--- src/rtl/gtx_kcode_monitor.sv ---
// GTX RX K-code legality / comma-placement monitor with error counting and lock FSM.
// Optional macro GTX_KMON_DECERR_EN folds GTX disparity / not-in-table flags into lane errors.
module gtx_kcode_monitor #(
    parameter int unsigned BYTES      = 2,
    parameter logic [11:0] KMASK      = 12'hFFF,
    parameter int unsigned COMMA_LANE = BYTES - 1,
    parameter int unsigned LOCK_CNT   = 16,
    parameter int unsigned WIN_LEN    = 1024,
    parameter int unsigned ERR_THRESH = 4,
    parameter int unsigned CNT_W      = 16
) (
    input  logic                 clk,
    input  logic                 rst_n,
    input  logic                 rx_valid,
    input  logic [BYTES-1:0]     charisk,
    input  logic [8*BYTES-1:0]   gtx_rx,
`ifdef GTX_KMON_DECERR_EN
    input  logic [BYTES-1:0]     rx_disperr,
    input  logic [BYTES-1:0]     rx_notintable,
`endif
    input  logic                 clr,
    output logic                 err,
    output logic [BYTES-1:0]     err_lane,
    output logic                 err_sticky,
    output logic [CNT_W-1:0]     err_cnt,
    output logic                 link_up,
    output logic [1:0]           state
);

    localparam int unsigned LOCK_W = $clog2(LOCK_CNT + 1);
    localparam int unsigned WIN_W  = $clog2(WIN_LEN + 1);
    localparam int unsigned WERR_W = $clog2(ERR_THRESH + 1);

    typedef enum logic [1:0] {
        S_HUNT   = 2'b00,
        S_LOCKED = 2'b01,
        S_LOST   = 2'b10
    } fsm_t;

    fsm_t              state_q, state_d;
    logic [LOCK_W-1:0] lock_q, lock_d;
    logic [WIN_W-1:0]  win_q, win_d;
    logic [WERR_W-1:0] werr_q, werr_d;

    logic [BYTES-1:0]  lane_err_c;
    logic              word_err_c;
    logic              comma_c;

    function automatic logic k_legal(input logic [7:0] b);
        logic ok;
        ok = 1'b0;
        case (b)
            8'h1C:   ok = KMASK[0];
            8'h3C:   ok = KMASK[1];
            8'h5C:   ok = KMASK[2];
            8'h7C:   ok = KMASK[3];
            8'h9C:   ok = KMASK[4];
            8'hBC:   ok = KMASK[5];
            8'hDC:   ok = KMASK[6];
            8'hFC:   ok = KMASK[7];
            8'hF7:   ok = KMASK[8];
            8'hFB:   ok = KMASK[9];
            8'hFD:   ok = KMASK[10];
            8'hFE:   ok = KMASK[11];
            default: ok = 1'b0;
        endcase
        return ok;
    endfunction

    // Per-lane checks; data bytes are never in error on their own.
    always_comb begin
        lane_err_c = '0;
        for (int unsigned i = 0; i < BYTES; i++) begin
            if (rx_valid && charisk[i]) begin
                if (!k_legal(gtx_rx[8*i +: 8]))
                    lane_err_c[i] = 1'b1;
                if ((gtx_rx[8*i +: 8] == 8'hBC) && (i != COMMA_LANE))
                    lane_err_c[i] = 1'b1;
            end
`ifdef GTX_KMON_DECERR_EN
            if (rx_valid && (rx_disperr[i] || rx_notintable[i]))
                lane_err_c[i] = 1'b1;
`endif
        end
    end

    assign word_err_c = |lane_err_c;
    assign comma_c    = rx_valid && charisk[COMMA_LANE]
                        && (gtx_rx[8*COMMA_LANE +: 8] == 8'hBC) && !word_err_c;

    // Lock FSM next state; threshold is checked before the window wraps.
    always_comb begin
        state_d = state_q;
        lock_d  = lock_q;
        win_d   = win_q;
        werr_d  = werr_q;
        case (state_q)
            S_HUNT: begin
                if (rx_valid) begin
                    if (word_err_c) begin
                        lock_d = '0;
                    end else if (comma_c) begin
                        if (lock_q == LOCK_W'(LOCK_CNT - 1)) begin
                            state_d = S_LOCKED;
                            lock_d  = '0;
                            win_d   = '0;
                            werr_d  = '0;
                        end else begin
                            lock_d = lock_q + LOCK_W'(1);
                        end
                    end
                end
            end
            S_LOCKED: begin
                if (rx_valid) begin
                    if (word_err_c && (werr_q == WERR_W'(ERR_THRESH - 1))) begin
                        state_d = S_LOST;
                        lock_d  = '0;
                        win_d   = '0;
                        werr_d  = '0;
                    end else if (win_q == WIN_W'(WIN_LEN - 1)) begin
                        win_d  = '0;
                        werr_d = '0;
                    end else begin
                        win_d = win_q + WIN_W'(1);
                        if (word_err_c)
                            werr_d = werr_q + WERR_W'(1);
                    end
                end
            end
            S_LOST: begin
                state_d = S_HUNT;
                lock_d  = '0;
                win_d   = '0;
                werr_d  = '0;
            end
            default: begin
                state_d = S_HUNT;
                lock_d  = '0;
                win_d   = '0;
                werr_d  = '0;
            end
        endcase
    end

    always_ff @(posedge clk or negedge rst_n) begin
        if (!rst_n) begin
            state_q <= S_HUNT;
            lock_q  <= '0;
            win_q   <= '0;
            werr_q  <= '0;
            link_up <= 1'b0;
        end else begin
            state_q <= state_d;
            lock_q  <= lock_d;
            win_q   <= win_d;
            werr_q  <= werr_d;
            link_up <= (state_d == S_LOCKED);
        end
    end

    // Error reporting; clr wins over a same-cycle error.
    always_ff @(posedge clk or negedge rst_n) begin
        if (!rst_n) begin
            err        <= 1'b0;
            err_lane   <= '0;
            err_sticky <= 1'b0;
            err_cnt    <= '0;
        end else begin
            err      <= word_err_c;
            err_lane <= lane_err_c;
            if (clr) begin
                err_sticky <= 1'b0;
                err_cnt    <= '0;
            end else if (word_err_c) begin
                err_sticky <= 1'b1;
                if (err_cnt != {CNT_W{1'b1}})
                    err_cnt <= err_cnt + CNT_W'(1);
            end
        end
    end

    assign state = state_q;

endmodule

--- config.mk ---
export PLATFORM = sky130hd
export DESIGN_NAME = gtx_kcode_monitor
export DESIGN_NICKNAME = d
export VERILOG_FILES = /design/src/rtl/gtx_kcode_monitor.sv
export SDC_FILE = /design/constraint.sdc
export NUM_CORES = 1
export LEC_CHECK = 0
export ABC_AREA = 1
export BUFFER_PORTS_ARGS = -buffer_cell sky130_fd_sc_hd__buf_2
export CORE_ASPECT_RATIO = 1.75
export CORE_MARGIN = 5
export CORE_UTILIZATION = 35
export DETAILED_ROUTE_END_ITERATION = 12
export GPL_TIMING_DRIVEN = 0
export SLEW_MARGIN = 15
export SYNTH_ARGS = -nofsm -noshare
export SYNTH_HDL_FRONTEND = slang
export SYNTH_SLANG_ARGS = --single-unit
--- constraint.sdc ---
create_clock -name clk -period 1.6 [get_ports clk]
set_input_delay 0 -clock clk [delete_from_list [all_inputs] [get_ports clk]]
set_output_delay 0 -clock clk [all_outputs]
set_load 0.02 [all_outputs]
==> metrics, run 1 <==
Wirelength per Cell 13.7 µm; boundary pin count 45; final instance count without filler cells 509; total wire length 6980 µm; commonest cells in the netlist nand2_1, dfrtp_1, nor2_1; most frequently used cell type in the post-synthesis netlist nand2_1; top-area cell type share of the netlist area 39.9%; worst hold slack after final layout 0.0188 ns; syn nets 373; cell depth of the worst flop-to-flop path 9; worst min-delay path startpoint clr; FF+latch area 1050 µm²; post-route worst setup slack -0.0446 ns; main combinational cell family by area after synthesis simple AND/OR/NAND/NOR gates; clock-pin transition on the worst setup and hold timing paths 0.06 ns; initial antenna violation count 0; net switching fraction of the power 27.7%; via count of the first global-routing pass 2,490; share of post-route cells with drive strength above 1 35.6%; wire length of the first global-routing pass 10,900 µm; number of sinks driven by the clock tree 42; class of the most critical setup path reg2reg; sequential-to-total area share from yosys stat 39.9%; P_int 1.86 mW; TritonCTS Buffers 5; dpl cells 478; Pwr per Cell Area 720 nW/µm²; GRT Resource Usage Total 14.7%; post-synthesis adder-cell area fraction 2.38%; cell at the root of the clock tree clkbuf_16; sort of element at the start of the critical path register; starting DRC count in detailed routing 62; fraction of the mapped netlist area in simple logic gates 33.0%; ANT cells 0; share of flip-flops with an asynchronous set or reset after synthesis 100%; power dissipated by switching net loads 0.713 mW; Static Leakage 1.73 nW; gr ovfl total 0; primary flip-flop cell chosen by synthesis mapping dfrtp_1; most area-consuming cells after synthesis dfrtp_1, nand2_1, xor2_1; proportion of synthesized area in mux cells 0%; Die Footprint 9430 µm²; starting utilization of the core area 35.3%; GP Congestion 0.885; Ys Warns 0; mean number of vias per cell 4.99; setup repair after global routing missed its margin true; count of input and output buffers 44; nets 447; number of H-tree levels 2; Max Clk Rate 608 MHz; final worst path period share 103%; number of nets with antenna violations after detailed routing 0; Final Core Density 48.0%; worst-case clock skew 0.00327 ns; area of the core 7460 µm²; pin count of the biggest net entering global routing 43; number of instances in the synthesized netlist 346; peak supply drop 422 µV; number of distinct library cells after synthesis 30; Final Critical Period 1.64 ns; CTS tree done; final setup violation count 15; area taken by multi-input logic gates 1590 µm²; Sequential Power Share 44.2%; start point of the critical path lock_q[0]$_DFFE_PN0P_; count of fill cells added during filler insertion 740; width of the chip 75.6 µm; Syn-to-layout area delta 36.0%; critical path data required time 1.77 ns; # rows 42; worst-case register-to-register setup slack -0.04 ns; crit-path max FO 10; Final HPWL DP 4760 µm; number of enable-type register cells in the synthesized netlist 0; via count 2,542; post-synthesis compound-gate area fraction 9.55%; class of the tightest hold or removal check in2reg; number of max-capacitance violations reported 0; maximum clock path buffer count 2; cell type with the largest total area after synthesis dfrtp_1; xor/xnor cell area share of the yosys netlist 7.65%; worst slack at placement -0.235 ns; Critical R2R Launch lock_q[0]$_DFFE_PN0P_; TritonRoute pass-1 iters 4; mean instance size in the synthesized netlist 7.61 µm²; Clk pwr share 40.1%; Final Max Slew Viols 0; kind of end point of the critical path register; latest clock arrival within the worst-skew pair 0.29 ns; final routed DRC violation total 0; combinational share of power 15.8%; #FFs+latches synth 42; Worst slew margin 32.4%; hold-critical path depth 4; arrival time of the worst setup path 1.82 ns; violations in the final reports negative setup slack; worst slew pin tran 1.01 ns; run status finished, violations left; die height 125 µm; mapped cell area 2630 µm²; final count of hold timing violations 0
-- per-stage QoR --
step	power [mW]	area, µm²	TNS [ns]
CTS	2.58	3360	-0.712
global placement	1.46	3020	-5.25
global route	2.71	3580	-3.00
finish	2.58	3580	-0.424
detailed placement	1.47	3020	-5.57
floorplan	1.35	2690	-0.542
-- final cells by class --
class	count	share of cell area, %
plain buffers	8	2.38
repair buffers	67	12.4
well taps	88	3.07
multi-input cells	258	44.5
clock buffers	5	3.49
flip-flops and latches	42	29.5
inverters	38	3.98
clock inverters	3	0.699
-- layout by cell type, fill, tap and decap left out, types with 3 or more instances in the layout --
cell	netlist	final
o21ai_1	9	13
inv_1	37	36
nor3_2	0	3
nand2_2	3	15
or2_2	3	3
nor2_1	40	34
xnor2_1	3	3
dfrtp_2	0	3
buf_2	2	45
clkbuf_16	0	7
xor2_1	20	20
o21ai_0	11	7
nand2_1	86	64
nand3_1	31	27
nor2_2	1	5
nand4_1	8	8
nand3b_1	6	6
buf_4	1	18
nand2_4	1	11
o21ai_2	13	13
dfrtp_1	42	39
nor3_1	11	7
-- power by group through the flow --
stage	Combinational, mW	Clock [mW]	Sequential (mW)
floorplan	0.168	0	1.18
global placement	0.294	0	1.16
detailed placement	0.300	0	1.17
CTS	0.366	1.08	1.14
global route	0.459	1.10	1.14
finish	0.406	1.03	1.14
-- registers in the layout, summed over array words and instances, names as in the netlist --
| name | flops |
|---|---|
| err_cnt | 16 |
| err | 1 |
| err_sticky | 1 |
| state | 2 |
| lock_q | 5 |
| err_lane | 2 |
| win_q | 11 |
| werr_q | 3 |
| link_up | 1 |
-- cells by family (layout without fill, tap and decap cells) --
| kind of cell | count (synthesis) | count (layout) |
|---|---|---|
| AND/OR/NAND/NOR | 193 | 193 |
| buffers and inverters | 46 | 121 |
| adder cells (fa/ha/maj) | 5 | 5 |
| flip-flops | 42 | 42 |
| AO/OA/AOI/OAI | 37 | 37 |
| XOR/XNOR | 23 | 23 |
-- path summary, 6_finish.rpt --
check / to
worst max register to register: win_q[4]$_DFFE_PN0P_
worst max-delay path: win_q[4]$_DFFE_PN0P_
worst min-delay path: err_cnt[2]$_DFFE_PN0P_
worst min register to register: werr_q[2]$_DFFE_PN0P_
max in group asynchronous: err_cnt[1]$_DFFE_PN0P_
min in group asynchronous: err_cnt[8]$_DFFE_PN0P_
-- layer usage --
| layer | track usage (%) | vias up | share of wire [%] |
|---|---|---|---|
| met5 | 0 | - | 0 |
| met2 | 26.8 | 59 | 56 |
| li1 | - | 1261 | - |
| met4 | 7.11 | 0 | 4.2 |
| met1 | 15.2 | 1200 | 35 |
| met3 | 2.75 | 22 | 4.2 |
-- what timing repair did --
item,CTS,global route
endpoints found under the setup margin,30,35
pin swaps,6,10
resized for setup,27,31
setup buffers,11,8
endpoints found under the hold margin,42,0
gates cloned,0,3
hold buffers,1,0
-- critical path: stages (launching register included) --
cell     delay [ns]
dfrtp_1        0.35
ha_2           0.19
nand4_1        0.16
nor3_2         0.25
nand3_1        0.11
nand2_2        0.12
nand2_4        0.08
buf_8          0.15
nand2_1        0.05
o21ai_1        0.06
Power figures use the tool's default switching activity.
==> run 2: changes to the inputs <==
--- a/config.mk
+++ b/config.mk
@@ -12,6 +12,7 @@
 export CORE_UTILIZATION = 35
 export DETAILED_ROUTE_END_ITERATION = 12
 export GPL_TIMING_DRIVEN = 0
+export SKIP_LAST_GASP = 1
 export SLEW_MARGIN = 15
 export SYNTH_ARGS = -nofsm -noshare
 export SYNTH_HDL_FRONTEND = slang
==> run 2 against run 1 <==
Net effect:
- the flow still finishes with violations (negative setup slack)
- combinational power about the same
- final cell count stayed put
- critical path depth did not move
- sequential share of layout area is essentially flat
- largest power group unchanged
- sequential power barely moved
- clock skew up 0.00057 ns
- hold slack about the same
==> metrics, run 2 (same netlist as run 1, synthesis figures left out) <==
most frequent cells in the layout nand2_1, buf_2, dfrtp_1; arrival time of the worst setup path 1.82 ns; most common cell after layout, fill and taps aside nand2_1; GRT Resource Usage Total 14.7%; pin count of the biggest net entering global routing 43; critical path data required time 1.77 ns; final worst path period share 103%; gr ovfl total 0; boundary pin count 45; # rows 42; cell at the root of the clock tree clkbuf_16; worst hold slack after final layout 0.0185 ns; final count of hold timing violations 0; TritonRoute pass-1 iters 4; ANT cells 0; cell depth of the worst flop-to-flop path 9; share of post-route cells with drive strength above 1 35.4%; initial antenna violation count 0; width of the chip 75.6 µm; class of the tightest hold or removal check in2reg; hold-critical path depth 4; Final Critical Period 1.64 ns; run status finished, violations left; worst slack at placement -0.235 ns; number of sinks driven by the clock tree 42; starting utilization of the core area 35.3%; count of input and output buffers 44; dpl cells 478; wire length of the first global-routing pass 10,900 µm; starting DRC count in detailed routing 65; Die Footprint 9430 µm²; clock-pin transition on the worst setup and hold timing paths 0.06 ns; GP Congestion 0.885; latest clock arrival within the worst-skew pair 0.29 ns; final routed DRC violation total 0; worst-case register-to-register setup slack -0.04 ns; crit-path max FO 10; Final Max Slew Viols 0; kind of end point of the critical path register; maximum clock path buffer count 2; Wirelength per Cell 13.7 µm; number of flip-flops in the largest register 16; worst slew pin tran 1.01 ns; worst-case clock skew 0.00384 ns; number of max-capacitance violations reported 0; final-layout setup total negative slack -0.425 ns; Max Clk Rate 608 MHz; final instance count without filler cells 509; setup repair after global routing missed its margin true; peak supply drop 423 µV; sort of element at the start of the critical path register; mean number of vias per cell 4.99; class of the most critical setup path reg2reg; total wire length 6960 µm; violations in the final reports negative setup slack; Final Core Density 48.0%; register name with the most flops err_cnt; post-route worst setup slack -0.0443 ns; nets 447; number of H-tree levels 2; TritonCTS Buffers 5; area of the core 7460 µm²; Syn-to-layout area delta 35.9%; number of nets with antenna violations after detailed routing 0; final setup violation count 14; Pwr per Cell Area 720 nW/µm²; via count 2,540; via count of the first global-routing pass 2,490; Top Registers err_cnt: 16 flops, win_q: 11 flops, lock_q: 5 flops; Final HPWL DP 4760 µm; Static Leakage 1.73 nW; die height 125 µm; CTS tree done; Worst slew margin 32.6%
[run 2: cell counts in the layout (fill, tap and decap cells not counted)]
No cell type changed its count.
[run 2: per-stage QoR]
stage / total power [mW] / instance area (µm²)
finish: 2.58 / 3580
global route: 2.71 / 3580
CTS: 2.58 / 3360
detailed placement: 1.47 / 3020
global placement: 1.46 / 3020
floorplan: 1.35 / 2690
[run 2: what timing repair did]
| item | 4_1_cts | 5_1_grt |
|---|---|---|
| setup buffers | 11 | 8 |
| endpoints found under the hold margin | 42 | 0 |
| hold buffers | 1 | 0 |
| gates resized for setup | 26 | 31 |
| gates cloned | 0 | 3 |
| pin swaps | 6 | 11 |
| setup endpoints to repair | 30 | 35 |
[run 2: layout make-up]
| class | count | area [µm²] |
|---|---|---|
| Fill cell | 741 | 3880 |
| Sequential cell | 42 | 1050 |
| Timing Repair Buffer | 67 | 444 |
| Inverter | 38 | 143 |
| Buffer | 8 | 85.1 |
| Clock inverter | 3 | 25.0 |
| Clock buffer | 5 | 125 |
| Multi-Input combinational cell | 258 | 1590 |
| Tap cell | 88 | 110 |
[run 2: worst paths after layout]
check                                       from                      to
max                        lock_q[0]$_DFFE_PN0P_    win_q[4]$_DFFE_PN0P_
max reg2reg                lock_q[0]$_DFFE_PN0P_    win_q[4]$_DFFE_PN0P_
max in group asynchronous                  rst_n  err_cnt[1]$_DFFE_PN0P_
min                                          clr  err_cnt[2]$_DFFE_PN0P_
min in group asynchronous                  rst_n  err_cnt[8]$_DFFE_PN0P_
min reg2reg                werr_q[2]$_DFFE_PN0P_   werr_q[2]$_DFFE_PN0P_
[run 2: where the power goes]
| group | switching (mW) | leakage, nW | internal (mW) |
|---|---|---|---|
| combinational | 0.232 | 1.09 | 0.174 |
| clock | 0.447 | 0.0704 | 0.586 |
| sequential | 0.0351 | 0.572 | 1.10 |
[run 2: metal layers]
metal	global-route usage [%]	vias up	part of all wire (%)
met2	26.8	63	56
met5	0	-	0
met3	2.75	21	4.4
met4	7.11	0	4.1
li1	-	1260	-
met1	15.2	1196	35
[run 2: critical path, stage by stage, from the launching register on]
cell,delay (ns)
dfrtp_1,0.35
ha_2,0.19
nand4_1,0.16
nor3_2,0.25
nand3_1,0.11
nand2_2,0.12
nand2_4,0.08
buf_8,0.15
nand2_1,0.05
o21ai_1,0.06
==> run 3: changes to the inputs <==
--- a/config.mk
+++ b/config.mk
@@ -8,10 +8,11 @@
 export ABC_AREA = 1
 export BUFFER_PORTS_ARGS = -buffer_cell sky130_fd_sc_hd__buf_2
 export CORE_ASPECT_RATIO = 1.75
-export CORE_MARGIN = 5
+export CORE_MARGIN = 2
 export CORE_UTILIZATION = 35
 export DETAILED_ROUTE_END_ITERATION = 12
 export GPL_TIMING_DRIVEN = 0
+export SKIP_CTS_REPAIR_TIMING = 1
 export SKIP_LAST_GASP = 1
 export SLEW_MARGIN = 15
 export SYNTH_ARGS = -nofsm -noshare
==> run 3 against run 2 <==
Net effect:
- the run still ends with negative setup slack left
- design area is 5.3% lower
- register-to-register slack worse by 0.12 ns
- first-iteration DRC count is 3.1% lower
- highest routed layer unchanged
- largest cell class unchanged
- critical path type unchanged
- count of clock-buffer cells in the layout is 1 higher
- combinational power is 19% lower
- largest power group unchanged
- non-clock buffer count is 7 lower
- setup slack worse by 0.12 ns
==> metrics, run 3 (same netlist as run 1, synthesis figures left out) <==
arrival time of the worst setup path 1.93 ns; number of nets with antenna violations after detailed routing 0; width of the chip 69.6 µm; setup repair after global routing missed its margin true; violations in the final reports negative setup slack; class of the tightest hold or removal check in2reg; Slowest-stage cell, CP dfrtp_2; number of max-capacitance violations reported 0; length of routed met3 wiring 181 µm; combinational share of power 13.1%; delay of the slowest cell on the worst path 0.41 ns; Wirelength per Cell 13.2 µm; ordered cell list for the critical path ha_4, nand2_4, nor3_4, nand4_2, o21ai_4, nand2_4, buf_8, nand2_2, o21ai_2; crit-path max FO 10; TritonCTS Buffers 5; post-route worst setup slack -0.163 ns; # rows 41; worst-case register-to-register setup slack -0.16 ns; cell at the root of the clock tree clkbuf_16; number of H-tree levels 2; pin count of the biggest net entering global routing 43; Final Core Density 46.8%; count of fill cells added during filler insertion 712; Max Clk Rate 567 MHz; start point of the critical path err_cnt[1]$_DFFE_PN0P_; dpl cells 476; Critical R2R Launch err_cnt[1]$_DFFE_PN0P_; class of the most critical setup path reg2reg; Syn-to-layout area delta 28.6%; maximum clock path buffer count 2; clock-pin transition on the worst setup and hold timing paths 0.06 ns; Static Leakage 1.63 nW; worst-case clock skew 0.00607 ns; final routed DRC violation total 0; peak supply drop 461 µV; M1 WL 2370 µm; starting utilization of the core area 36.4%; final count of hold timing violations 0; boundary pin count 45; worst slew pin tran 0.968 ns; critical path data required time 1.77 ns; worst slack at placement -0.247 ns; latest clock arrival within the worst-skew pair 0.28 ns; kind of end point of the critical path register; share of post-route cells with drive strength above 1 30.9%; run status finished, violations left; overall power of the completed layout 2.51 mW; buffer and inverter count on the worst path 1; final instance count without filler cells 500; die height 119 µm; top sig layer met4; Worst slew margin 35.5%; initial antenna violation count 0; most common cell after layout, fill and taps aside nand2_1; final setup violation count 30; GP Congestion 0.843; FF+latch area 1060 µm²; cell area reported after detailed placement 3010 µm²; Clk pwr share 41.1%; via count of the first global-routing pass 2,439; count of input and output buffers 44; final-layout setup total negative slack -3.42 ns; power dissipated by switching net loads 0.655 mW; Die Footprint 8260 µm²; Most Frequent Cell on Critical Path nand2_4; sort of element at the start of the critical path register; reg-to-reg endpoint err_cnt[7]$_DFFE_PN0P_; Final Max Slew Viols 0; total wire length 6580 µm; number of sinks driven by the clock tree 42; Top Registers err_cnt: 16 flops, win_q: 11 flops, lock_q: 5 flops; net switching fraction of the power 26.1%; end point of the most critical hold path err_cnt[2]$_DFFE_PN0P_; via count 2,455; wire length of the first global-routing pass 11,100 µm; hold-critical path depth 4; number of flip-flops in the largest register 16; CTS tree done; worst hold slack after final layout 0.0168 ns; kind of cell adding the most delay to the critical path simple AND/OR/NAND/NOR gates; routed length on met2 3880 µm; GRT Resource Usage Total 16.4%; nets 440; final worst path period share 110%; mean number of vias per cell 4.91; area taken by multi-input logic gates 1500 µm²; Final HPWL DP 4810 µm; TritonRoute pass-1 iters 4; register name with the most flops err_cnt; design area 3390 µm²; cell depth of the worst flop-to-flop path 9; gr ovfl total 0; Pwr per Cell Area 740 nW/µm²; starting DRC count in detailed routing 63; P_int 1.85 mW; area of the core 7230 µm²; Sequential Power Share 45.8%; Final Critical Period 1.76 ns; ANT cells 0; most frequent cells in the layout nand2_1, buf_2, nor2_1, dfrtp_1, inv_1; worst min-delay path startpoint clr
==> run 3: layout make-up <==
cell class,count,area share (%)
Sequential cell,42,31.2
Tap cell,86,3.18
Clock inverter,2,0.369
Timing Repair Buffer,60,10.6
Clock buffer,6,4.10
Multi-Input combinational cell,258,44.1
Inverter,38,4.21
Buffer,8,2.22
==> run 3: power groups by stage <==
stage               Combinational, mW  Clock [mW]  Sequential, mW
floorplan                       0.168           0            1.18
global placement                0.297           0            1.16
detailed placement              0.303           0            1.17
CTS                             0.303        1.08            1.15
global route                    0.372        1.12            1.15
finish                          0.329        1.03            1.15
==> run 3: worst max path at each step <==
stage | slack, ns | end | cells after the start
detailed placement | -0.25 | win_q[10]$_DFFE_PN0P_ | 9
floorplan | -0.06 | err_cnt[9]$_DFFE_PN0P_ | 9
global placement | -0.23 | werr_q[0]$_DFFE_PN0P_ | 9
finish | -0.16 | err_cnt[7]$_DFFE_PN0P_ | 9
global route | -0.24 | win_q[10]$_DFFE_PN0P_ | 9
CTS | -0.27 | win_q[10]$_DFFE_PN0P_ | 9
==> run 3: layer usage <==
| layer | GRT usage [%] | vias up |
|---|---|---|
| li1 | - | 1248 |
| met3 | 2.73 | 12 |
| met4 | 6.86 | 0 |
| met5 | 0 | - |
| met2 | 32.6 | 38 |
| met1 | 16.2 | 1157 |
==> run 3: worst register-to-register path: cells and delay by family, from the launching register on <==
family          cells  cell delay (ns)
simple gates        5             0.64
flops               1             0.41
compound gates      2             0.27
buf+inv             1             0.18
fa+ha+maj           1             0.16
